$ cat src/rtl/pll_rst_seq_pkg.sv
// Shared types and parameter defaults for the PLL power-up / reset sequencer.
// The FAULT state only exists when PLL_RST_SEQ_LOCKLOSS_EN is defined.
package pll_rst_seq_pkg;

    localparam int DEF_NUM_DOM     = 3;
    localparam int DEF_PD_CYCLES   = 8;
    localparam int DEF_LOCK_STABLE = 1024;
    localparam int DEF_STAGGER     = 16;
    localparam int DEF_SYNC_STAGES = 2;

    typedef enum logic [2:0] {
        PWRDN,
        WAIT_LOCK,
        STABLE,
        RELEASE,
        RUN
`ifdef PLL_RST_SEQ_LOCKLOSS_EN
        , FAULT
`endif
    } state_e;

    function automatic int max3(input int a, input int b, input int c);
        int m;
        m = (a > b) ? a : b;
        return (m > c) ? m : c;
    endfunction

endpackage

$ cat src/rtl/pll_rst_seq_sync.sv
// Multi-flop synchroniser bringing the asynchronous PLL lock into the clk_i domain.
module pll_rst_seq_sync #(
    parameter int SYNC_STAGES = 2
) (
    input  logic clk_i,
    input  logic rst_i,
    input  logic d_i,
    output logic q_o
);

    logic [SYNC_STAGES-1:0] sync_q;

    generate
        for (genvar gi = 0; gi < SYNC_STAGES; gi++) begin : g_stage
            always_ff @(posedge clk_i) begin
                if (rst_i) begin
                    sync_q[gi] <= 1'b0;
                end else if (gi == 0) begin
                    sync_q[gi] <= d_i;
                end else begin
                    sync_q[gi] <= sync_q[(gi > 0) ? gi - 1 : 0];
                end
            end
        end
    endgenerate

    assign q_o = sync_q[SYNC_STAGES-1];

endmodule

$ cat src/rtl/pll_rst_seq.sv
// PLL power-down / lock-qualification / staggered domain reset release sequencer.
// Define PLL_RST_SEQ_LOCKLOSS_EN to restart the whole sequence when lock is lost in RUN.
module pll_rst_seq
    import pll_rst_seq_pkg::*;
#(
    parameter int NUM_DOM     = DEF_NUM_DOM,
    parameter int PD_CYCLES   = DEF_PD_CYCLES,
    parameter int LOCK_STABLE = DEF_LOCK_STABLE,
    parameter int STAGGER     = DEF_STAGGER,
    parameter int SYNC_STAGES = DEF_SYNC_STAGES
) (
    input  logic               clk_i,
    input  logic               rst_i,
    input  logic               pll_lock_i,
    output logic               pll_pwrdn_n_o,
    output logic [NUM_DOM-1:0] rst_dom_o,
    output logic               seq_done_o,
    output logic               lock_lost_o
);

    localparam int CNT_MAX = max3(PD_CYCLES, LOCK_STABLE, STAGGER);
    localparam int CNT_W   = $clog2(CNT_MAX + 1);

    state_e             state_q, state_d;
    logic [CNT_W-1:0]   cnt_q, cnt_d, cnt_inc;
    logic               pwrdn_n_q, pwrdn_n_d;
    logic [NUM_DOM-1:0] rst_dom_q, rst_dom_d, rst_dom_shl;
    logic               done_q, done_d;
    logic               lock_s;
`ifdef PLL_RST_SEQ_LOCKLOSS_EN
    logic               lost_q, lost_d;
`endif

    pll_rst_seq_sync #(
        .SYNC_STAGES(SYNC_STAGES)
    ) u_sync (
        .clk_i(clk_i),
        .rst_i(rst_i),
        .d_i  (pll_lock_i),
        .q_o  (lock_s)
    );

    assign cnt_inc     = (cnt_q == CNT_W'(CNT_MAX)) ? cnt_q : cnt_q + CNT_W'(1);
    // Domains release LSB first: shifting zeros in from bit 0 clears the next one.
    assign rst_dom_shl = rst_dom_q << 1;

    always_comb begin
        state_d   = state_q;
        cnt_d     = cnt_q;
        pwrdn_n_d = pwrdn_n_q;
        rst_dom_d = rst_dom_q;
        done_d    = done_q;
`ifdef PLL_RST_SEQ_LOCKLOSS_EN
        lost_d    = 1'b0;
`endif
        case (state_q)
            PWRDN: begin
                if (cnt_q >= CNT_W'(PD_CYCLES - 1)) begin
                    state_d   = WAIT_LOCK;
                    cnt_d     = '0;
                    pwrdn_n_d = 1'b1;
                end else begin
                    cnt_d = cnt_inc;
                end
            end
            WAIT_LOCK: begin
                cnt_d = '0;
                if (lock_s) begin
                    state_d = STABLE;
                end
            end
            STABLE: begin
                if (!lock_s) begin
                    state_d = WAIT_LOCK;
                    cnt_d   = '0;
                end else if (cnt_q >= CNT_W'(LOCK_STABLE)) begin
                    state_d   = RELEASE;
                    cnt_d     = '0;
                    rst_dom_d = rst_dom_shl;
                end else begin
                    cnt_d = cnt_inc;
                end
            end
            RELEASE: begin
                if (!lock_s) begin
                    state_d   = WAIT_LOCK;
                    cnt_d     = '0;
                    rst_dom_d = '1;
                end else if (NUM_DOM == 1) begin
                    state_d = RUN;
                    done_d  = 1'b1;
                end else if (cnt_q >= CNT_W'(STAGGER - 1)) begin
                    cnt_d     = '0;
                    rst_dom_d = rst_dom_shl;
                    if (rst_dom_shl == '0) begin
                        state_d = RUN;
                        done_d  = 1'b1;
                    end
                end else begin
                    cnt_d = cnt_inc;
                end
            end
            RUN: begin
                done_d = 1'b1;
`ifdef PLL_RST_SEQ_LOCKLOSS_EN
                if (!lock_s) begin
                    state_d   = FAULT;
                    cnt_d     = '0;
                    rst_dom_d = '1;
                    done_d    = 1'b0;
                    lost_d    = 1'b1;
                end
`endif
            end
`ifdef PLL_RST_SEQ_LOCKLOSS_EN
            FAULT: begin
                state_d   = PWRDN;
                cnt_d     = '0;
                pwrdn_n_d = 1'b0;
            end
`endif
            default: begin
                state_d   = PWRDN;
                cnt_d     = '0;
                pwrdn_n_d = 1'b0;
                rst_dom_d = '1;
                done_d    = 1'b0;
            end
        endcase
    end

    always_ff @(posedge clk_i) begin
        if (rst_i) begin
            state_q   <= PWRDN;
            cnt_q     <= '0;
            pwrdn_n_q <= 1'b0;
            rst_dom_q <= '1;
            done_q    <= 1'b0;
`ifdef PLL_RST_SEQ_LOCKLOSS_EN
            lost_q    <= 1'b0;
`endif
        end else begin
            state_q   <= state_d;
            cnt_q     <= cnt_d;
            pwrdn_n_q <= pwrdn_n_d;
            rst_dom_q <= rst_dom_d;
            done_q    <= done_d;
`ifdef PLL_RST_SEQ_LOCKLOSS_EN
            lost_q    <= lost_d;
`endif
        end
    end

    assign pll_pwrdn_n_o = pwrdn_n_q;
    assign rst_dom_o     = rst_dom_q;
    assign seq_done_o    = done_q;
`ifdef PLL_RST_SEQ_LOCKLOSS_EN
    assign lock_lost_o   = lost_q;
`else
    assign lock_lost_o   = 1'b0;
`endif

endmodule

$ cat config.mk
export PLATFORM = sky130hd
export DESIGN_NAME = pll_rst_seq
export DESIGN_NICKNAME = d
export VERILOG_FILES = /design/src/rtl/pll_rst_seq_pkg.sv /design/src/rtl/pll_rst_seq_sync.sv /design/src/rtl/pll_rst_seq.sv
export SDC_FILE = /design/constraint.sdc
export NUM_CORES = 1
export LEC_CHECK = 0
export CORE_MARGIN = 2
export CORE_UTILIZATION = 45
export CTS_CLUSTER_DIAMETER = 150
export CTS_CLUSTER_SIZE = 28
export DETAILED_ROUTE_END_ITERATION = 12
export GPL_TIMING_DRIVEN = 0
export SLEW_MARGIN = 25
export SYNTH_ARGS = -nofsm -noshare
export SYNTH_HDL_FRONTEND = slang
export SYNTH_SLANG_ARGS = --single-unit
$ cat constraint.sdc
create_clock -name clk_i -period 2.7 [get_ports clk_i]
set_clock_uncertainty 0.1 [all_clocks]
set_input_delay 0.54 -clock clk_i [delete_from_list [all_inputs] [get_ports clk_i]]
set_output_delay 0.54 -clock clk_i [all_outputs]
set_load 0.02 [all_outputs]
==> impl_metrics.py, run 1 <==
metrics = {
    "run_status": {
        "outcome": "finished clean",
    },
    "worst_setup_path": {
        "critPathMaxFanout": 7,
        "cpLargestDelayFamily": "compound AO/OA/AOI/OAI gates",
        "worstSetupEndpointType": "flip-flop",
        "critPathRequiredTime_ns": 2.85,
        "worstPathCellList": "ha_1 -> a21oi_1 -> o21ai_1 -> a2bb2oi_4 -> or4b_1 -> nand3_1",
        "cp-start-kind": "flip-flop",
        "worstSetupPathType": "reg2reg",
        "cp_data_arrival_time_ns": 2.25,
        "slowest_delay_ns": 0.52,
        "cpMaxStageDelayCell": "or4b_1",
        "r2r_cells": 6,
        "critPathBufInv": 0,
        "cp_num_cells": 6,
    },
    "placement": {
        "portBuffers": 7,
        "hpwl_um": 1990,
        "place.gp.congestion": 0.794,
        "dpl_worst_slack_ns": 0.363,
        "dp_cells": 186,
    },
    "power_and_ir_drop": {
        "p_per_area_nw_per_um2": 578,
        "cellLeakagePower_nw": 0.487,
        "ir_drop_v": 0.000417,
        "total_power_mw": 0.774,
    },
    "final_layout": {
        "layout_commonest_cell": "dfxtp_1",
        "mostFrequentLayoutCells": "21 x dfxtp_1, 18 x nor2_1, 14 x nand2_1",
        "insertedDiodeCount": 0,
        "fin_nets": 166,
        "regArea_um2": 420,
        "area_growth_pct": 11.1,
        "multi_input_area_um2": 724,
        "drive_above_1_share_pct": 8.75,
        "final_cells": 190,
        "fill_cells": 240,
    },
    "clock_network": {
        "insertion_delay_ns": 0.30,
        "ctsRootBufferMaster": "clkbuf_4",
        "cts.sinks": 21,
        "clockBufferDepth": 2,
        "post_cts_buffers": 0,
        "clk_pin_slew_ns": 0.11,
        "cts_tree": "yes",
        "cts_made_buffers": 3,
        "cts_resized": 0,
        "h-tree-depth": 1,
        "hold_buffers": 0,
    },
    "route": {
        "drtPass1Iterations": 4,
        "wl_met1_um": 1350,
        "totalWireLength_um": 2710,
        "drt_iter0_drc": 27,
        "wl_met3_um": 132,
        "vias_per_cell": 5.91,
        "ant_nets": 0,
        "vias": 1123,
        "top_layer": "met4",
        "wire_per_inst_um": 14.3,
        "wl_met2_um": 1190,
        "drcViolationCount": 0,
    },
    "global_route": {
        "track_usage_pct": 18.1,
        "grt_overflow": 0,
        "grt_pass1_wl_um": 4510,
        "grt_pass1_vias": 979,
        "grt_max_degree": 12,
        "antenna_found_initial": 0,
    },
    "timing": {
        "tightest_slew_ns": 0.577,
        "relSlewSlack_pct": 61.4,
        "final.period_utilization_pct": 77.8,
        "hold_violations": 0,
        "layout_min_cycle_time_ns": 2.10,
        "fin_ws_ns": 0.600,
        "setup-tns-final_ns": 0,
        "rsz0062_at_grt": "false",
        "setup_viol": 0,
        "fmax_mhz": 476,
        "maxSlewViolCount": 0,
    },
    "synth": {
        "synthArstFlopShare_pct": 0,
        "syn_inst": 149,
        "synth.largest_area_cell": "dfxtp_1",
        "yosysTopAreaCellShare_pct": 34.9,
        "ys_seq_area_share_pct": 34.9,
        "syn_area_um2": 1210,
        "synth_nets": 154,
        "synth-edff-count": 0,
        "syn_avg_cell_area_um2": 8.10,
        "ys.flop_type": "dfxtp_1",
        "yosys_register_bits": 21,
        "yosys_warnings": 0,
        "netlist_top_cells_area": "dfxtp_1 35%, nor2_1 5.6%, nand3_1 4.6%",
        "ys_types": 42,
    },
    "floorplanning": {
        "rows": 18,
        "chipHeight_um": 55.8,
        "ios": 9,
        "dieArea_um2": 3110,
        "dieWidth_um": 55.8,
        "core_region_area_um2": 2500,
        "initial_core_util_pct": 48.2,
    },
    "run": {
        "drv_cap": 0,
    },
    "hold_path": {
        "min_path_type": "reg2reg",
        "worstHoldPathCells": 1,
    },
}
## flip-flops by register name, indices dropped and copies added, names as in the netlist
signal / flops
u_sync.q_o: 1
seq_done_o: 1
rst_dom_o: 3
state_q: 3
cnt_q: 11
u_sync.sync_q: 1
pll_pwrdn_n_o: 1
## logic make-up after synthesis
kind of cell,count (synthesis),synth area share [%]
AOI/OAI and AO/OA,37,23.8
xor gates and xnor gates,3,2.18
buffers and inverters,14,5.08
DFF,21,34.9
and+or+nand+nor,69,30.1
muxes,2,1.66
other,1,0.311
adders and majority gates,2,2.07
## final cells by class
| type | instances | area share (%) |
|---|---|---|
| multi-input cells | 114 | 54.1 |
| flip-flops and latches | 21 | 31.4 |
| repair buffers | 7 | 5.23 |
| plain buffers | 8 | 2.89 |
| well taps | 30 | 2.80 |
| clock buffers | 4 | 1.96 |
| inverters | 6 | 1.68 |
## metrics by stage
step	hold WS [ns]	area, µm²	util, %
finish	0.355	1340	53.6
global route	0.365	1340	53.6
CTS	0.356	1340	53.6
detailed placement	0.328	1310	52.6
global placement	0.323	1310	52.6
floorplan	0.314	1210	-
## metal layers
layer	track usage [%]	up-vias
met1	25.6	538
li1	-	559
met3	3.26	5
met2	27.2	21
met4	6.97	0
met5	0	-
## synthesized netlist by cell type, types with 2 or more instances
cell / count
a211oi_1: 2
a21o_1: 2
a21oi_1: 8
a31o_1: 2
a32oi_1: 2
and3_1: 4
buf_2: 4
clkbuf_1: 3
dfxtp_1: 21
ha_1: 2
inv_1: 6
mux2i_1: 2
nand2_1: 14
nand2b_1: 3
nand3_1: 11
nor2_1: 18
nor2b_1: 2
nor3_1: 6
nor3b_1: 3
nor4_1: 3
o21ai_0: 2
o21ai_1: 7
o41ai_1: 2
xor2_1: 2
## report_power, final
part / internal [mW] / switching, mW
logic: 0.0985 / 0.158
clock network: 0.0577 / 0.0946
registers: 0.338 / 0.0277
## final timing paths
| path | start | slack (ns) | to |
|---|---|---|---|
| min reg2reg | u_sync.sync_q[0] | 0.36 | u_sync.q_o |
| max reg2reg | cnt_q[0] | 0.60 | cnt_q[7] |
| max | cnt_q[0] | 0.60 | cnt_q[7] |
| min | u_sync.sync_q[0] | 0.36 | u_sync.q_o |
(Power assumes the default switching activity.)
==> run 2: changes to the inputs <==
==> constraint.sdc (replaced) <==
create_clock -name clk_i -period 2.2 [get_ports clk_i]
set_clock_uncertainty 0.1 [all_clocks]
set_input_delay 0.44 -clock clk_i [delete_from_list [all_inputs] [get_ports clk_i]]
set_output_delay 0.44 -clock clk_i [all_outputs]
set_load 0.02 [all_outputs]
==> impl_metrics.py, run 2 (synthesized netlist as in run 1, its figures left out) <==
metrics = {
    "power_and_ir_drop": {
        "p_per_area_nw_per_um2": 706,
        "ir_drop_v": 0.000512,
        "total_power_mw": 0.954,
        "cellLeakagePower_nw": 0.487,
    },
    "floorplanning": {
        "chipHeight_um": 55.8,
        "dieWidth_um": 55.8,
        "core_region_area_um2": 2500,
        "ios": 9,
        "dieArea_um2": 3110,
        "initial_core_util_pct": 48.2,
        "rows": 18,
    },
    "route": {
        "wire_per_inst_um": 14.3,
        "ant_nets": 0,
        "drcViolationCount": 0,
        "drtPass1Iterations": 4,
        "vias_per_cell": 5.94,
        "totalWireLength_um": 2720,
        "vias": 1129,
        "drt_iter0_drc": 26,
    },
    "placement": {
        "dpl_worst_slack_ns": -0.0370,
        "portBuffers": 7,
        "place.gp.congestion": 0.794,
        "hpwl_um": 1990,
    },
    "timing": {
        "hold_violations": 0,
        "fin_ws_ns": 0.138,
        "rsz0062_at_grt": "false",
        "setup_viol": 0,
        "relSlewSlack_pct": 60.6,
        "maxSlewViolCount": 0,
        "hold_slack_ns": 0.356,
        "layout_min_cycle_time_ns": 2.06,
        "tightest_slew_ns": 0.588,
        "fmax_mhz": 485,
        "final.period_utilization_pct": 93.7,
    },
    "clock_network": {
        "ctsRootBufferMaster": "clkbuf_4",
        "cts_made_buffers": 3,
        "cts_tree": "yes",
        "post_cts_buffers": 0,
        "insertion_delay_ns": 0.30,
        "cts_resized": 0,
        "cts.sinks": 21,
        "clk_pin_slew_ns": 0.12,
        "hold_buffers": 0,
        "clockBufferDepth": 2,
        "h-tree-depth": 1,
    },
    "global_route": {
        "antenna_found_initial": 0,
        "grt_pass1_wl_um": 4510,
        "grt_overflow": 0,
        "grt_pass1_vias": 979,
        "track_usage_pct": 18.1,
        "grt_max_degree": 12,
    },
    "worst_setup_path": {
        "cp-start-kind": "flip-flop",
        "cpLargestDelayFamily": "compound AO/OA/AOI/OAI gates",
        "worstSetupEndpointType": "flip-flop",
        "worstSetupPathType": "reg2reg",
        "critPathMaxFanout": 7,
        "cpMaxStageDelayCell": "or4b_1",
        "startpoint": "cnt_q[0]",
        "cp_data_arrival_time_ns": 2.21,
        "critPathRequiredTime_ns": 2.35,
        "slowest_delay_ns": 0.52,
        "critPathBufInv": 0,
        "worstPathCellList": "ha_1 -> a21oi_1 -> o2111a_4 -> a2bb2oi_4 -> or4b_1 -> nand3_1",
        "r2r_start": "cnt_q[0]",
    },
    "final_layout": {
        "regArea_um2": 420,
        "regMostFlops": "cnt_q",
        "multi_input_area_um2": 736,
        "fill_cells": 237,
        "insertedDiodeCount": 0,
        "layout_commonest_cell": "dfxtp_1",
        "fin_util_pct": 54.1,
        "largest_reg_flops": 11,
        "drive_above_1_share_pct": 10.0,
        "fin_nets": 166,
        "area_growth_pct": 12.0,
        "mostFrequentLayoutCells": "21 x dfxtp_1, 18 x nor2_1, 14 x nand2_1",
    },
    "hold_path": {
        "min-delay-start": "u_sync.sync_q[0]",
        "min_path_type": "reg2reg",
    },
    "run": {
        "drv_cap": 0,
    },
    "run_status": {
        "outcome": "finished clean",
    },
}
[run 2: final timing paths]
check | endpoint | cells past startpoint | slack (ns)
max | cnt_q[7] | 6 | 0.14
min | u_sync.q_o | 1 | 0.36
max reg2reg | cnt_q[7] | 6 | 0.14
min reg2reg | u_sync.q_o | 1 | 0.36
[run 2: area by class of cell]
cell class | count | share of cell area [%]
Sequential cell | 21 | 31.1
Timing Repair Buffer | 7 | 5.19
Tap cell | 30 | 2.78
Clock buffer | 4 | 1.94
Inverter | 6 | 1.67
Multi-Input combinational cell | 114 | 54.4
Buffer | 8 | 2.87
[run 2: power breakdown]
part | switching [mW] | internal [mW]
logic | 0.198 | 0.121
registers | 0.0339 | 0.415
clock network | 0.116 | 0.0708
[run 2: through the flow]
step	setup TNS, ns	area, µm²	cells
6_report	0	1350	190
4_1_cts	0	1340	190
3_5_place_dp	-0.0980	1310	186
2_1_floorplan	0	1210	149
3_3_place_gp	0	1310	186
5_1_grt	0	1350	190
[run 2: per-layer routing]
metal  global-route usage [%]  wire [µm]
met2                     27.2       1170
met3                     3.26        156
met5                        0          0
met4                     6.97         40
met1                     25.6       1350
